$ cat src/rtl/gnn_load_multi_if.sv
// Load-engine bus: instruction/control, DRAM read request, AXI4-Stream beats and buffer-bank writes.
// The master modport is the load engine's view; slave is the surrounding system's view.
interface gnn_load_multi_if #(
  parameter int LOAD_INST_LENGTH   = 96,
  parameter int C_M_AXI_ADDR_WIDTH = 64,
  parameter int C_M_AXI_DATA_WIDTH = 512,
  parameter int C_XFER_SIZE_WIDTH  = 32,
  parameter int NUM_BUF            = 3,
  parameter int BUF_ADDR_WIDTH     = 11
);
  logic                                ap_start;
  logic                                ap_done;
  logic                                load_error;
  logic                                busy;
  logic [C_M_AXI_ADDR_WIDTH-1:0]       ctrl_addr_offset;
  logic [LOAD_INST_LENGTH-1:0]         ctrl_instruction;
  logic [C_M_AXI_ADDR_WIDTH-1:0]       dram_xfer_start_addr;
  logic [C_XFER_SIZE_WIDTH-1:0]        dram_xfer_size_in_bytes;
  logic                                read_start;
  logic                                read_done;
  logic                                data_tvalid;
  logic                                data_tready;
  logic                                data_tlast;
  logic [C_M_AXI_DATA_WIDTH-1:0]       data_tdata;
  logic [NUM_BUF-1:0]                  buf_wr_valid;
  logic [NUM_BUF*BUF_ADDR_WIDTH-1:0]   buf_wr_addr;
  logic [C_M_AXI_DATA_WIDTH-1:0]       buf_wr_data;

  modport master (
    input  ap_start, ctrl_addr_offset, ctrl_instruction, read_done,
           data_tvalid, data_tlast, data_tdata,
    output ap_done, load_error, busy, dram_xfer_start_addr, dram_xfer_size_in_bytes,
           read_start, data_tready, buf_wr_valid, buf_wr_addr, buf_wr_data
  );

  modport slave (
    output ap_start, ctrl_addr_offset, ctrl_instruction, read_done,
           data_tvalid, data_tlast, data_tdata,
    input  ap_done, load_error, busy, dram_xfer_start_addr, dram_xfer_size_in_bytes,
           read_start, data_tready, buf_wr_valid, buf_wr_addr, buf_wr_data
  );
endinterface

$ cat src/rtl/gnn_load_multi.sv
// Multi-buffer load engine: decodes one load instruction, requests a DRAM read and writes the
// returned stream into the selected buffer(s). Define LOAD_MULTI_BROADCAST_EN to allow multi-hot groups.
module gnn_load_multi #(
  parameter int LOAD_INST_LENGTH   = 96,
  parameter int C_M_AXI_ADDR_WIDTH = 64,
  parameter int C_M_AXI_DATA_WIDTH = 512,
  parameter int C_XFER_SIZE_WIDTH  = 32,
  parameter int NUM_BUF            = 3,
  parameter int BUF_ADDR_WIDTH     = 11
) (
  input logic              kernel_clk,
  input logic              kernel_rst,
  gnn_load_multi_if.master ld
);
  localparam logic [2:0] S_IDLE   = 3'd0;
  localparam logic [2:0] S_DECODE = 3'd1;
  localparam logic [2:0] S_ISSUE  = 3'd2;
  localparam logic [2:0] S_STREAM = 3'd3;
  localparam logic [2:0] S_DRAIN  = 3'd4;
  localparam logic [2:0] S_DONE   = 3'd5;

  function automatic logic is_onehot(input logic [NUM_BUF-1:0] g);
    return (g != '0) && ((g & (g - NUM_BUF'(1))) == '0);
  endfunction

  // Buffer address wraps modulo 2^BUF_ADDR_WIDTH.
  function automatic logic [BUF_ADDR_WIDTH-1:0] wrap_addr(input logic [15:0] base,
                                                          input logic [15:0] off);
    logic [31:0] sum;
    sum = {16'd0, base} + {16'd0, off};
    return sum[BUF_ADDR_WIDTH-1:0];
  endfunction

  logic [2:0]                    state;
  logic [NUM_BUF-1:0]            group_r;
  logic [15:0]                   buf_start_r;
  logic [15:0]                   beat_len_r;
  logic [15:0]                   dram_start_r;
  logic [15:0]                   byte_len_r;
  logic [15:0]                   count_r;
  logic [C_M_AXI_ADDR_WIDTH-1:0] offset_r;
  logic                          rd_done_seen;
  logic                          load_error_r;
  logic [NUM_BUF-1:0]            wr_vld_p1;
  logic [BUF_ADDR_WIDTH-1:0]     wr_addr_p1;
  logic [C_M_AXI_DATA_WIDTH-1:0] wr_data_p1;

  logic group_ok;
  logic tready;
  logic beat;
  logic rd_any;
  logic short_last;
  logic unused_inst_bits;

`ifdef LOAD_MULTI_BROADCAST_EN
  assign group_ok = |group_r;
`else
  assign group_ok = is_onehot(group_r);
`endif

  assign unused_inst_bits = ^ld.ctrl_instruction[31:NUM_BUF];
  assign tready     = (state == S_STREAM) || (state == S_DRAIN);
  assign beat       = ld.data_tvalid && tready;
  assign rd_any     = rd_done_seen || ld.read_done;
  assign short_last = ld.data_tlast && ((count_r + 16'd1) != beat_len_r);

  assign ld.busy                    = (state != S_IDLE);
  assign ld.read_start              = (state == S_ISSUE);
  assign ld.ap_done                 = (state == S_DONE);
  assign ld.data_tready             = tready;
  assign ld.load_error              = load_error_r;
  assign ld.dram_xfer_start_addr    = offset_r + {{(C_M_AXI_ADDR_WIDTH-16){1'b0}}, dram_start_r};
  assign ld.dram_xfer_size_in_bytes = {{(C_XFER_SIZE_WIDTH-16){1'b0}}, byte_len_r};
  assign ld.buf_wr_valid            = wr_vld_p1;
  assign ld.buf_wr_addr             = {NUM_BUF{wr_addr_p1}};
  assign ld.buf_wr_data             = wr_data_p1;

  always_ff @(posedge kernel_clk) begin
    if (kernel_rst) begin
      state        <= S_IDLE;
      group_r      <= '0;
      buf_start_r  <= '0;
      beat_len_r   <= '0;
      dram_start_r <= '0;
      byte_len_r   <= '0;
      count_r      <= '0;
      offset_r     <= '0;
      rd_done_seen <= 1'b0;
      load_error_r <= 1'b0;
      wr_vld_p1    <= '0;
      wr_addr_p1   <= '0;
      wr_data_p1   <= '0;
    end else begin
      wr_vld_p1 <= '0;
      if (ld.read_done && (state != S_IDLE))
        rd_done_seen <= 1'b1;
      case (state)
        S_IDLE: begin
          if (ld.ap_start) begin
            group_r      <= ld.ctrl_instruction[NUM_BUF-1:0];
            buf_start_r  <= ld.ctrl_instruction[47:32];
            beat_len_r   <= ld.ctrl_instruction[63:48];
            dram_start_r <= ld.ctrl_instruction[79:64];
            byte_len_r   <= ld.ctrl_instruction[95:80];
            offset_r     <= ld.ctrl_addr_offset;
            count_r      <= '0;
            rd_done_seen <= 1'b0;
            load_error_r <= 1'b0;
            state        <= S_DECODE;
          end
        end
        S_DECODE: begin
          if (!group_ok) begin
            load_error_r <= 1'b1;
            state        <= S_DONE;
          end else if (beat_len_r == 16'd0) begin
            state <= S_DONE;
          end else begin
            state <= S_ISSUE;
          end
        end
        S_ISSUE: state <= S_STREAM;
        // p0 -> p1: an accepted beat becomes a buffer write on the following cycle.
        S_STREAM: begin
          if (count_r == beat_len_r) begin
            state <= rd_any ? S_DONE : S_DRAIN;
          end else if (beat) begin
            wr_vld_p1  <= group_r;
            wr_addr_p1 <= wrap_addr(buf_start_r, count_r);
            wr_data_p1 <= ld.data_tdata;
            count_r    <= count_r + 16'd1;
            if (short_last) begin
              load_error_r <= 1'b1;
              state        <= rd_any ? S_DONE : S_DRAIN;
            end
          end
        end
        S_DRAIN: if (rd_any) state <= S_DONE;
        S_DONE:  state <= S_IDLE;
        default: state <= S_IDLE;
      endcase
    end
  end
endmodule

$ cat src/flat_wrapper.sv
// flat-port wrapper written by rule: the top's interface ports become plain ports
module gnn_load_multi_flat 
#(
  parameter int LOAD_INST_LENGTH   = 96,
  parameter int C_M_AXI_ADDR_WIDTH = 64,
  parameter int C_M_AXI_DATA_WIDTH = 512,
  parameter int C_XFER_SIZE_WIDTH  = 32,
  parameter int NUM_BUF            = 3,
  parameter int BUF_ADDR_WIDTH     = 11
)
  (kernel_clk, kernel_rst, ld_ap_start, ld_ctrl_addr_offset, ld_ctrl_instruction, ld_read_done, ld_data_tvalid, ld_data_tlast, ld_data_tdata, ld_ap_done, ld_load_error, ld_busy, ld_dram_xfer_start_addr, ld_dram_xfer_size_in_bytes, ld_read_start, ld_data_tready, ld_buf_wr_valid, ld_buf_wr_addr, ld_buf_wr_data);
  gnn_load_multi_if #(.LOAD_INST_LENGTH(LOAD_INST_LENGTH), .C_M_AXI_ADDR_WIDTH(C_M_AXI_ADDR_WIDTH), .C_M_AXI_DATA_WIDTH(C_M_AXI_DATA_WIDTH), .C_XFER_SIZE_WIDTH(C_XFER_SIZE_WIDTH), .NUM_BUF(NUM_BUF), .BUF_ADDR_WIDTH(BUF_ADDR_WIDTH)) ld_i ();
  input logic kernel_clk;
  input logic kernel_rst;
  input wire logic [$bits(ld_i.ap_start)-1:0] ld_ap_start;
  input wire logic [$bits(ld_i.ctrl_addr_offset)-1:0] ld_ctrl_addr_offset;
  input wire logic [$bits(ld_i.ctrl_instruction)-1:0] ld_ctrl_instruction;
  input wire logic [$bits(ld_i.read_done)-1:0] ld_read_done;
  input wire logic [$bits(ld_i.data_tvalid)-1:0] ld_data_tvalid;
  input wire logic [$bits(ld_i.data_tlast)-1:0] ld_data_tlast;
  input wire logic [$bits(ld_i.data_tdata)-1:0] ld_data_tdata;
  output wire logic [$bits(ld_i.ap_done)-1:0] ld_ap_done;
  output wire logic [$bits(ld_i.load_error)-1:0] ld_load_error;
  output wire logic [$bits(ld_i.busy)-1:0] ld_busy;
  output wire logic [$bits(ld_i.dram_xfer_start_addr)-1:0] ld_dram_xfer_start_addr;
  output wire logic [$bits(ld_i.dram_xfer_size_in_bytes)-1:0] ld_dram_xfer_size_in_bytes;
  output wire logic [$bits(ld_i.read_start)-1:0] ld_read_start;
  output wire logic [$bits(ld_i.data_tready)-1:0] ld_data_tready;
  output wire logic [$bits(ld_i.buf_wr_valid)-1:0] ld_buf_wr_valid;
  output wire logic [$bits(ld_i.buf_wr_addr)-1:0] ld_buf_wr_addr;
  output wire logic [$bits(ld_i.buf_wr_data)-1:0] ld_buf_wr_data;
  assign ld_i.ap_start = ld_ap_start;
  assign ld_i.ctrl_addr_offset = ld_ctrl_addr_offset;
  assign ld_i.ctrl_instruction = ld_ctrl_instruction;
  assign ld_i.read_done = ld_read_done;
  assign ld_i.data_tvalid = ld_data_tvalid;
  assign ld_i.data_tlast = ld_data_tlast;
  assign ld_i.data_tdata = ld_data_tdata;
  assign ld_ap_done = ld_i.ap_done;
  assign ld_load_error = ld_i.load_error;
  assign ld_busy = ld_i.busy;
  assign ld_dram_xfer_start_addr = ld_i.dram_xfer_start_addr;
  assign ld_dram_xfer_size_in_bytes = ld_i.dram_xfer_size_in_bytes;
  assign ld_read_start = ld_i.read_start;
  assign ld_data_tready = ld_i.data_tready;
  assign ld_buf_wr_valid = ld_i.buf_wr_valid;
  assign ld_buf_wr_addr = ld_i.buf_wr_addr;
  assign ld_buf_wr_data = ld_i.buf_wr_data;
  gnn_load_multi #(.LOAD_INST_LENGTH(LOAD_INST_LENGTH), .C_M_AXI_ADDR_WIDTH(C_M_AXI_ADDR_WIDTH), .C_M_AXI_DATA_WIDTH(C_M_AXI_DATA_WIDTH), .C_XFER_SIZE_WIDTH(C_XFER_SIZE_WIDTH), .NUM_BUF(NUM_BUF), .BUF_ADDR_WIDTH(BUF_ADDR_WIDTH)) u_core (.kernel_clk(kernel_clk), .kernel_rst(kernel_rst), .ld(ld_i));
endmodule
$ cat config.mk
export PLATFORM = sky130hd
export DESIGN_NAME = gnn_load_multi_flat
export DESIGN_NICKNAME = d
export VERILOG_FILES = /design/src/rtl/gnn_load_multi_if.sv /design/src/rtl/gnn_load_multi.sv /design/src/flat_wrapper.sv
export SDC_FILE = /design/constraint.sdc
export NUM_CORES = 1
export LEC_CHECK = 0
export BUFFER_PORTS_ARGS = -buffer_cell sky130_fd_sc_hd__buf_2
export CORE_AREA = 10 10 506 508
export CTS_CLUSTER_DIAMETER = 80
export CTS_CLUSTER_SIZE = 10
export DETAILED_ROUTE_END_ITERATION = 10
export DIE_AREA = 0 0 516 518
export HOLD_SLACK_MARGIN = 0.12
export PLACE_DENSITY = 0.38
export SLEW_MARGIN = 25
export SYNTH_ARGS = -nofsm -noshare
export SYNTH_HDL_FRONTEND = slang
export SYNTH_SLANG_ARGS = --single-unit
$ cat constraint.sdc
create_clock -name kernel_clk -period 4.01 [get_ports kernel_clk]
set_clock_uncertainty 0.1 [all_clocks]
set_input_delay 0.802 -clock kernel_clk [delete_from_list [all_inputs] [get_ports kernel_clk]]
set_output_delay 0.802 -clock kernel_clk [all_outputs]
set_load 0.05 [all_outputs]
Word level (Yosys, flattened, before mapping) --
Index checks and enable logic that the tools add are counted. Widths: inputs -> output; s select.
Word-level totals: register bits after elaboration 673, output and inout bits 649, input bits 678, word-level logic and storage cells 77
Operators by class: bitwise operators 4, reductions and logical operators 19, muxes and demuxes 22, eq/ne operators 15, add/sub/neg operators 4
Operators with widths (number):
- $add 64x16->64 | 1
- $mux 16 | 3
- $pmux 16 s2 | 1
- $mux 3 | 7
- $add 16x1->16 const B | 1
- $eq 16x16->1 | 1
- $logic_not 16->1 | 1
- $ne 16x16->1 | 1
- $pmux 3 s5 | 1
- $add 11x11->11 | 1
- $mux 1 | 9
- $reduce_bool 3->1 | 3
- $reduce_and 4->1 | 2
- $eq 3x2->1 const B | 2
- $eq 3x3->1 const B | 2
- $logic_not 3->1 | 2
- $ne 2x1->1 const B | 3
- $ne 2x2->1 const B | 3
- $ne 3x2->1 const B | 2
- $reduce_and 6->1 | 1
- $logic_and 1x1->1 | 4
- $reduce_or 4->1 | 1
- $and 3x3->3 | 1
- $eq 3x1->1 const B | 1
- 7 further kinds | 10

Depth between registers and ports, before layout --
Gate-level depths: netlist of run 1.
word-level depth 7, depth in mapped cells 12, mapped depth without buffers 11

Worst setup path before layout of run 1 --
Ideal clock, no wire load.
kind reg2out, start register u_core.offset_r[0], end output port ld_dram_xfer_start_addr[40], path slack -0.016 ns, required time 3.108 ns, stages on the path, launching flop included 13, buffers on the path 1, arrival time 3.124 ns, cell sequence dfxtp_1 > ha_1 > inv_1 > fa_1 > nor2b_1 > o21a_1 > o21ai_1 > a21oi_1 > a311oi_2 > a31oi_1 > buf_2 > nand4_1 > xnor2_1
Between the ends: longest elaborated chain between the ends 1
Ends and longest elaborated chain:
- from (decl) | line gnn_load_multi.sv:41 | logic [C_M_AXI_ADDR_WIDTH-1:0] offset_r;
- from (signal assigned) | line gnn_load_multi.sv:105 | offset_r <= ld.ctrl_addr_offset;
- $add 64x16->64 | line gnn_load_multi.sv:72 | assign ld.dram_xfer_start_addr = offset_r + {{(C_M_AXI_ADDR_WIDTH-16){1'b0}}, dram_start_r};
- to (decl) | line flat_wrapper.sv:25 | output wire logic [$bits(ld_i.dram_xfer_start_addr)-1:0] ld_dram_xfer_start_addr;
Every way passes these cells.

Final worst setup path of run 1 --
start register u_core.dram_start_r[1], end output port ld_dram_xfer_start_addr[39]
Between the ends: longest elaborated chain between the ends 1
Ends and longest elaborated chain:
- from (decl) | line gnn_load_multi.sv:38 | logic [15:0] dram_start_r;
- from (signal assigned) | line gnn_load_multi.sv:103 | dram_start_r <= ld.ctrl_instruction[79:64];
- $add 64x16->64 | line gnn_load_multi.sv:72
Every way passes these cells.

==> flow_metrics.tcl, run 1 <==
set metrics [dict create \
    synth_area_um2 26200 \
    synth-seq-area-share_pct 51.3 \
    synth_top_area_cell "dfxtp_1" \
    vias_per_cell 3.67 \
    io_pins 1327 \
    worst_slack_ps -374 \
    grt_use_total_pct 14.2 \
    rsz0062_at_grt "yes" \
    r2r_start "u_core.count_r[12]" \
    r2r_slack_ps 830 \
    synthArstFlopShare_pct 0 \
    worstSetupPathType "reg2out" \
    synth.area.top_cells "dfxtp_1 51%, nand2_1 19%, a21oi_1 13%" \
    yosysWarnings 0 \
    r2r-end "u_core.ld.buf_wr_data[99]" \
    ant_nets 0 \
    drc 0 \
    layout-drive-gt1-share_pct 35.4 \
    post-place-cells 7754 \
    cp.required_ps 3110 \
    synth_cell_types 55 \
    setup_viol 49 \
    fmax_ghz 0.228 \
    area.growth.synth_to_final_pct 57.9 \
    die_y_um 518 \
    clk_latency_ps 710 \
    maxSlewHeadroom_pct 43.5 \
    cp-start-kind "flop" \
    port_buffers 1276 \
    cpPeakStageDelay_ps 360 \
    fin_crit_ps 4380 \
    grt_pass1_vias 28827 \
    synth_seq_cells 673 \
    path_buf_inv 3 \
    slowest_stage "o311ai_2" \
    fin_crit_sh_pct 109 \
    cp.arrival_ps 3480 \
    synth_edf_count 0 \
    cts.path.max_buffers 3 \
    overflow 0 \
    ir_drop_mv 0.305 \
    htreeDepth 3 \
    violations "setup timing" \
    grt_first_pass_wirelength_um 264000 \
    startpoint "u_core.dram_start_r[1]" \
    core_area_um2 245000 \
    hold_path_class "in2reg" \
    firstDrtPassIters 5 \
    cts_made_buffers 86 \
    clkTransAtPathRegs_ps 60 \
    placed_area_um2 37200 \
    wl_per_cell_um 25.3 \
    drv_slew 0 \
    reg2reg_depth 8 \
    cts_tree "built" \
    worst_pin_slew_ps 839 \
    wl_um 202000 \
    finalHoldViolations 0 \
    die_width_um 516 \
    power_mw 18.8 \
    utilization_pct 16.9 \
    setup-tns-final_ps -12130 \
    grt_start_max_net_pins 130 \
    design_area_um2 41400 \
    antenna_found_initial 143 \
    worst-path-max-fanout 3 \
    power_density_nw_per_um2 453 \
    avgSynthCellArea_um2 7.72 \
    dieArea_um2 267000 \
    synthDominantCellAreaShare_pct 51.3 \
    finalNonFillerCells 7992 \
    crit_family "compound AO/OA/AOI/OAI gates" \
    path_cells "ha_4 > a211oi_4 > nor4_4 > o311ai_2 > a21oi_2 > o21a_2 > o211ai_4 > buf_12 > buf_8 > nor3_4 > xor2_2 > buf_6" \
    synth_cells 3401 \
    status "finished, violations left" \
    initial_core_util_pct 10.7 \
    synth_flop_cell "dfxtp_1" \
    vias 29361 \
    worstSetupEndpointType "primary output" \
    leakage_nw 17.2 \
    crit_path_end "ld_dram_xfer_start_addr[39]" \
    cts-root-buf "clkbuf_16" \
    gp_congestion 0.933 \
    first_iter_violations 2420 \
    hpwl_um 169000 \
    rows 182 \
    maxCapViolCount 0 \
    nNetsFinal 5385 \
    clock_sinks 673 \
    cp.depth 12 \
]
worst reg2reg max path, delay by kind of cell, from the launching register on:
kind                   cells  cell delay (ps)
AND/OR/NAND/NOR            4             1430
AO/OA/AOI/OAI              1              160
XOR/XNOR                   1              200
flip-flops                 1              440
buffers and inverters      2              760
kinds of logic (layout without fill, tap and decap cells):
group           after synthesis  after routing  synth area share, %
buf+inv                     291           1583                 5.11
xor+xnor                     98             98                 3.27
fa+ha+maj                    29             29                 1.44
flops                       673            673                 51.3
compound gates              758            759                 15.1
other cells                   1             79               0.0143
simple gates               1551           1551                 23.8
routing by layer:
metal | global-route usage (%) | share of wire [%] | vias up
met5 | 0 | 0.19 | -
met4 | 3.17 | 2.6 | 58
met3 | 6.13 | 11 | 320
met2 | 23.3 | 46 | 1417
met1 | 17.2 | 40 | 13892
li1 | - | - | 13674
layout make-up:
| type | instances | area, um^2 |
|---|---|---|
| antenna | 63 | 158 |
| clock buffer | 99 | 2290 |
| clock inverter | 20 | 340 |
| fill | 28262 | 204000 |
| inverter | 13 | 51.3 |
| multi-input combinational | 2453 | 12300 |
| sequential | 673 | 13500 |
| tap | 3220 | 4030 |
| timing repair buffer | 1451 | 8770 |
cells in the mapped netlist, drive strengths merged (27+ instances only):
| cell type | instances |
|---|---|
| a21oi | 688 |
| buf | 116 |
| clkbuf | 162 |
| dfxtp | 673 |
| ha | 27 |
| nand2 | 1337 |
| nand3 | 31 |
| nor2 | 49 |
| nor3 | 39 |
| xnor2 | 50 |
| xor2 | 48 |
how the worst min path moves through the flow:
stage,slack [ps],cells after the start,endpoint,startpoint
after floorplan,340,2,u_core.buf_start_r[0],u_core.buf_start_r[0]
after global placement,340,2,u_core.ld.buf_wr_data[374],u_core.ld.buf_wr_data[374]
after detailed placement,340,2,u_core.ld.buf_wr_data[88],u_core.ld.buf_wr_data[88]
after CTS,120,3,u_core.ld.buf_wr_data[237],ld_data_tdata[237]
after global routing,150,3,u_core.offset_r[0],ld_ctrl_addr_offset[0]
final,220,3,u_core.offset_r[17],ld_ctrl_addr_offset[17]
layout by cell type, fill, tap and decap left out, types with 26 or more instances in the layout:
cell and instances:
clkbuf_16 89, diode_2 63, dfxtp_1 659, nand2_1 1334
buf_4 114, buf_2 1220, xor2_1 33, buf_12 55
nor2_1 43, a21oi_1 680, dlygate4sd3_1 29, nand3_1 26
xnor2_1 34
per-stage QoR:
| step | hold WS, ps | setup WS (ps) |
|---|---|---|
| 2_1_floorplan | 340 | 24.0 |
| 3_3_place_gp | 339 | -93.6 |
| 3_5_place_dp | 343 | -104 |
| 4_1_cts | 120 | -480 |
| 5_1_grt | 149 | -568 |
| 6_report | 219 | -374 |
registers in the layout, summed over array words and instances, names as in the netlist, 11 cells and up:
register,count
u_core.dram_start_r,16
u_core.ld.buf_wr_data,512
u_core.buf_start_r,11
u_core.count_r,16
u_core.byte_len_r,16
u_core.beat_len_r,16
u_core.wr_addr_p1,11
u_core.offset_r,64
where the power goes:
group	leakage [nW]	internal [mW]	switching [mW]
Combinational	10.5	1.24	2.59
Sequential	5.44	6.97	0.309
Clock	1.28	4.32	3.33
Total	17.2	12.5	6.23
timing repair:
action,4_1_cts,5_1_grt
setup buffers,18,13
pin swaps,44,31
hold buffers,29,0
gates cloned,1,0
hold endpoints to repair,29,0
setup endpoints to repair,56,53
gates resized for setup,155,51
Note: power is estimated with default switching activity, not from simulation.
==> run 2: changes to the inputs <==
--- a/config.mk
+++ b/config.mk
@@ -5,12 +5,13 @@
 export SDC_FILE = /design/constraint.sdc
 export NUM_CORES = 1
 export LEC_CHECK = 0
+export ABC_AREA = 1
 export BUFFER_PORTS_ARGS = -buffer_cell sky130_fd_sc_hd__buf_2
-export CORE_AREA = 10 10 506 508
+export CORE_AREA = 10 10 504 506
 export CTS_CLUSTER_DIAMETER = 80
 export CTS_CLUSTER_SIZE = 10
 export DETAILED_ROUTE_END_ITERATION = 10
-export DIE_AREA = 0 0 516 518
+export DIE_AREA = 0 0 514 516
 export HOLD_SLACK_MARGIN = 0.12
 export PLACE_DENSITY = 0.38
 export SLEW_MARGIN = 25
==> run 2 against run 1 <==
Compared with the run above:
- the run now ends clean
- design area is 1.2% higher
- non-clock buffer count is 24 lower
- sequential share of layout area is 0.39 points lower
- first-iteration DRC count is 11% lower
- critical path type unchanged
- register-to-register slack worse by 90 ps
- largest cell class unchanged
- worst hold slack better by 3.7 ps
- highest routed layer unchanged
- cell count is 3.2% higher
- via count is 4.9% higher
- area after synthesis is 5.2% higher
- power is 19% higher
==> flow_metrics.tcl, run 2 <==
set metrics [dict create \
    status "finished clean" \
    worstSetupEndpointType "primary output" \
    cts_made_buffers 90 \
    drv_slew 0 \
    power_density_nw_per_um2 532 \
    synth_cell_types 52 \
    design_area_um2 42000 \
    yosysMostFrequentCell "nor2_1" \
    cts.path.max_buffers 3 \
    synthSimpleGateAreaFrac_pct 23.6 \
    core_area_um2 244000 \
    rsz0062_at_grt "yes" \
    seq_power_share_pct 34.6 \
    cts_tree "built" \
    synth-compound-area-share_pct 15.4 \
    firstDrtPassIters 5 \
    grt_start_max_net_pins 115 \
    port_buffers 1276 \
    holdPathStages 3 \
    finalHoldViolations 0 \
    nNetsFinal 5662 \
    hold_ws_ps 222 \
    synthArstFlopShare_pct 0 \
    ys_top_cells_by_count "1,124 x nor2_1, 673 x dfxtp_1, 314 x o21ai_0, 297 x o21ai_1, 286 x nand2_1" \
    leakage_nw 18.0 \
    dieArea_um2 265000 \
    synthAdderAreaFrac_pct 1.37 \
    hold_path_class "in2reg" \
    grt_use_total_pct 15.4 \
    clkTransAtPathRegs_ps 60 \
    fin_crit_ps 3980 \
    hold-path-endpoint "u_core.ld.buf_wr_data[212]" \
    setup_viol 0 \
    worst_slack_ps 29.2 \
    drc 0 \
    cts-root-buf "clkbuf_16" \
    power_mw 22.3 \
    internal_power_mw 13.6 \
    final_cell_mix "1,232 x buf_2, 1,111 x nor2_1, 654 x dfxtp_1" \
    overflow 0 \
    synth_seq_cells 673 \
    synth_cells 3688 \
    initial_core_util_pct 11.3 \
    synth_top_area_cell "dfxtp_1" \
    cp.required_ps 3110 \
    gp_congestion 0.916 \
    grt_pass1_vias 30252 \
    num-fill-cells 28036 \
    synth_edf_count 0 \
    p_sw_share_pct 38.9 \
    worstSetupPathType "reg2out" \
    min_from "ld_data_tdata[212]" \
    p_comb_share_pct 29.5 \
    antenna_found_initial 164 \
    wl_um 217000 \
    hpwl_um 184000 \
    synthDominantCellAreaShare_pct 48.8 \
    reg2reg_depth 7 \
    die_y_um 516 \
    clock_sinks 673 \
    grt_first_pass_wirelength_um 282000 \
    pwr-share-clk_pct 35.9 \
    worst-path-max-fanout 3 \
    rows 182 \
    maxCapViolCount 0 \
    yosysWarnings 0 \
    cp-start-kind "flop" \
    synth-seq-area-share_pct 48.8 \
    htreeDepth 3 \
    vias 30813 \
    utilization_pct 17.2 \
    clk_latency_ps 730 \
    wl_per_cell_um 26.3 \
    worst_pin_slew_ps 863 \
    r2r-end "u_core.ld.buf_wr_data[457]" \
    die_width_um 514 \
    largest_reg_flops 512 \
    synth_area_um2 27600 \
    r2r_slack_ps 740 \
    fin_crit_sh_pct 99.3 \
    layout-drive-gt1-share_pct 34.2 \
    ir_drop_mv 0.326 \
    maxSlewHeadroom_pct 41.8 \
    fmax_ghz 0.251 \
    synth_flop_cell "dfxtp_1" \
    vias_per_cell 3.73 \
    cp.arrival_ps 3080 \
    first_iter_violations 2157 \
    synth_top_family_by_area "simple AND/OR/NAND/NOR gates" \
    synthMuxAreaShare_pct 0 \
    area.growth.synth_to_final_pct 52.0 \
    synth.area.top_cells "dfxtp_1 49%, nor2_1 15%, o21ai_0 5.7%" \
    synth_xor_area_share_pct 2.53 \
    io_pins 1327 \
    ant_nets 0 \
    placed_area_um2 37500 \
    switching_power_mw 8.69 \
    avgSynthCellArea_um2 7.48 \
    layout_commonest_cell "buf_2" \
    r2r_start "u_core.state[2]" \
    dp_slack_ps -47.5 \
]
## run 2: critical path, stage by stage (launching register included)
cell and delay, ps:
dfxtp_2 350, ha_4 130, inv_2 40, fa_2 370, o21ai_4 200, a21oi_4 120, o21bai_4 170, buf_6 140
nand4_1 60, o21ai_1 110, xor2_1 350, buf_4 280
## run 2: power groups by stage
stage	Combinational [mW]	Clock, mW	Sequential [mW]
6_report	6.58	8.01	7.73
5_1_grt	7.09	8.55	7.80
4_1_cts	6.58	8.37	7.71
3_5_place_dp	6.27	0	7.81
3_3_place_gp	6.28	0	7.80
2_1_floorplan	3.06	0	8.55
## run 2: metal layers
metal | track usage (%) | vias up | part of all wire (%)
li1 | - | 14487 | -
met1 | 20.4 | 14513 | 44
met2 | 24.4 | 1369 | 44
met3 | 5.20 | 378 | 9.3
met4 | 2.86 | 66 | 2.4
met5 | 0 | - | 0.18
## run 2: cell type report
cell class	count	area [um^2]	share of cell area (%)
antenna	32	80.1	0.191
timing repair buffer	1427	8020	19.1
inverter	179	708	1.69
tap	3220	4030	9.60
clock buffer	106	2370	5.66
clock inverter	29	424	1.01
sequential	673	13500	32.2
multi-input combinational	2584	12800	30.6
## run 2: worst max-delay path by stage
stage	start	endpoint	slack (ps)	depth (start not counted)
2_1_floorplan	u_core.offset_r[0]	ld_dram_xfer_start_addr[20]	380	11
3_3_place_gp	u_core.offset_r[0]	ld_dram_xfer_start_addr[62]	-60	12
3_5_place_dp	u_core.offset_r[0]	ld_dram_xfer_start_addr[62]	-50	12
4_1_cts	u_core.dram_start_r[0]	ld_dram_xfer_start_addr[42]	-130	11
5_1_grt	u_core.offset_r[0]	ld_dram_xfer_start_addr[50]	-130	12
6_report	u_core.offset_r[0]	ld_dram_xfer_start_addr[42]	30	11
## run 2: kinds of logic (layout without fill, tap and decap cells)
group | Yosys count | in the layout
AOI/OAI and AO/OA | 830 | 830
other | 1 | 48
and+or+nand+nor | 1630 | 1630
adders and majority gates | 29 | 29
xor gates and xnor gates | 79 | 79
buffers and inverters | 446 | 1741
DFF | 673 | 673
## run 2: repair_timing
| item | 4_1_cts | 5_1_grt |
|---|---|---|
| hold buffers | 21 | 0 |
| gates resized for setup | 194 | 101 |
| setup buffers | 10 | 9 |
| hold endpoints to repair | 21 | 0 |
| endpoints found under the setup margin | 53 | 44 |
| pin swaps | 32 | 37 |
## run 2: stage by stage
stage	std cells	setup TNS, ps
2_1_floorplan	3703	0
3_3_place_gp	8044	-61.0
3_5_place_dp	8044	-47.5
4_1_cts	8209	-1240
5_1_grt	8222	-1470
6_report	8250	0
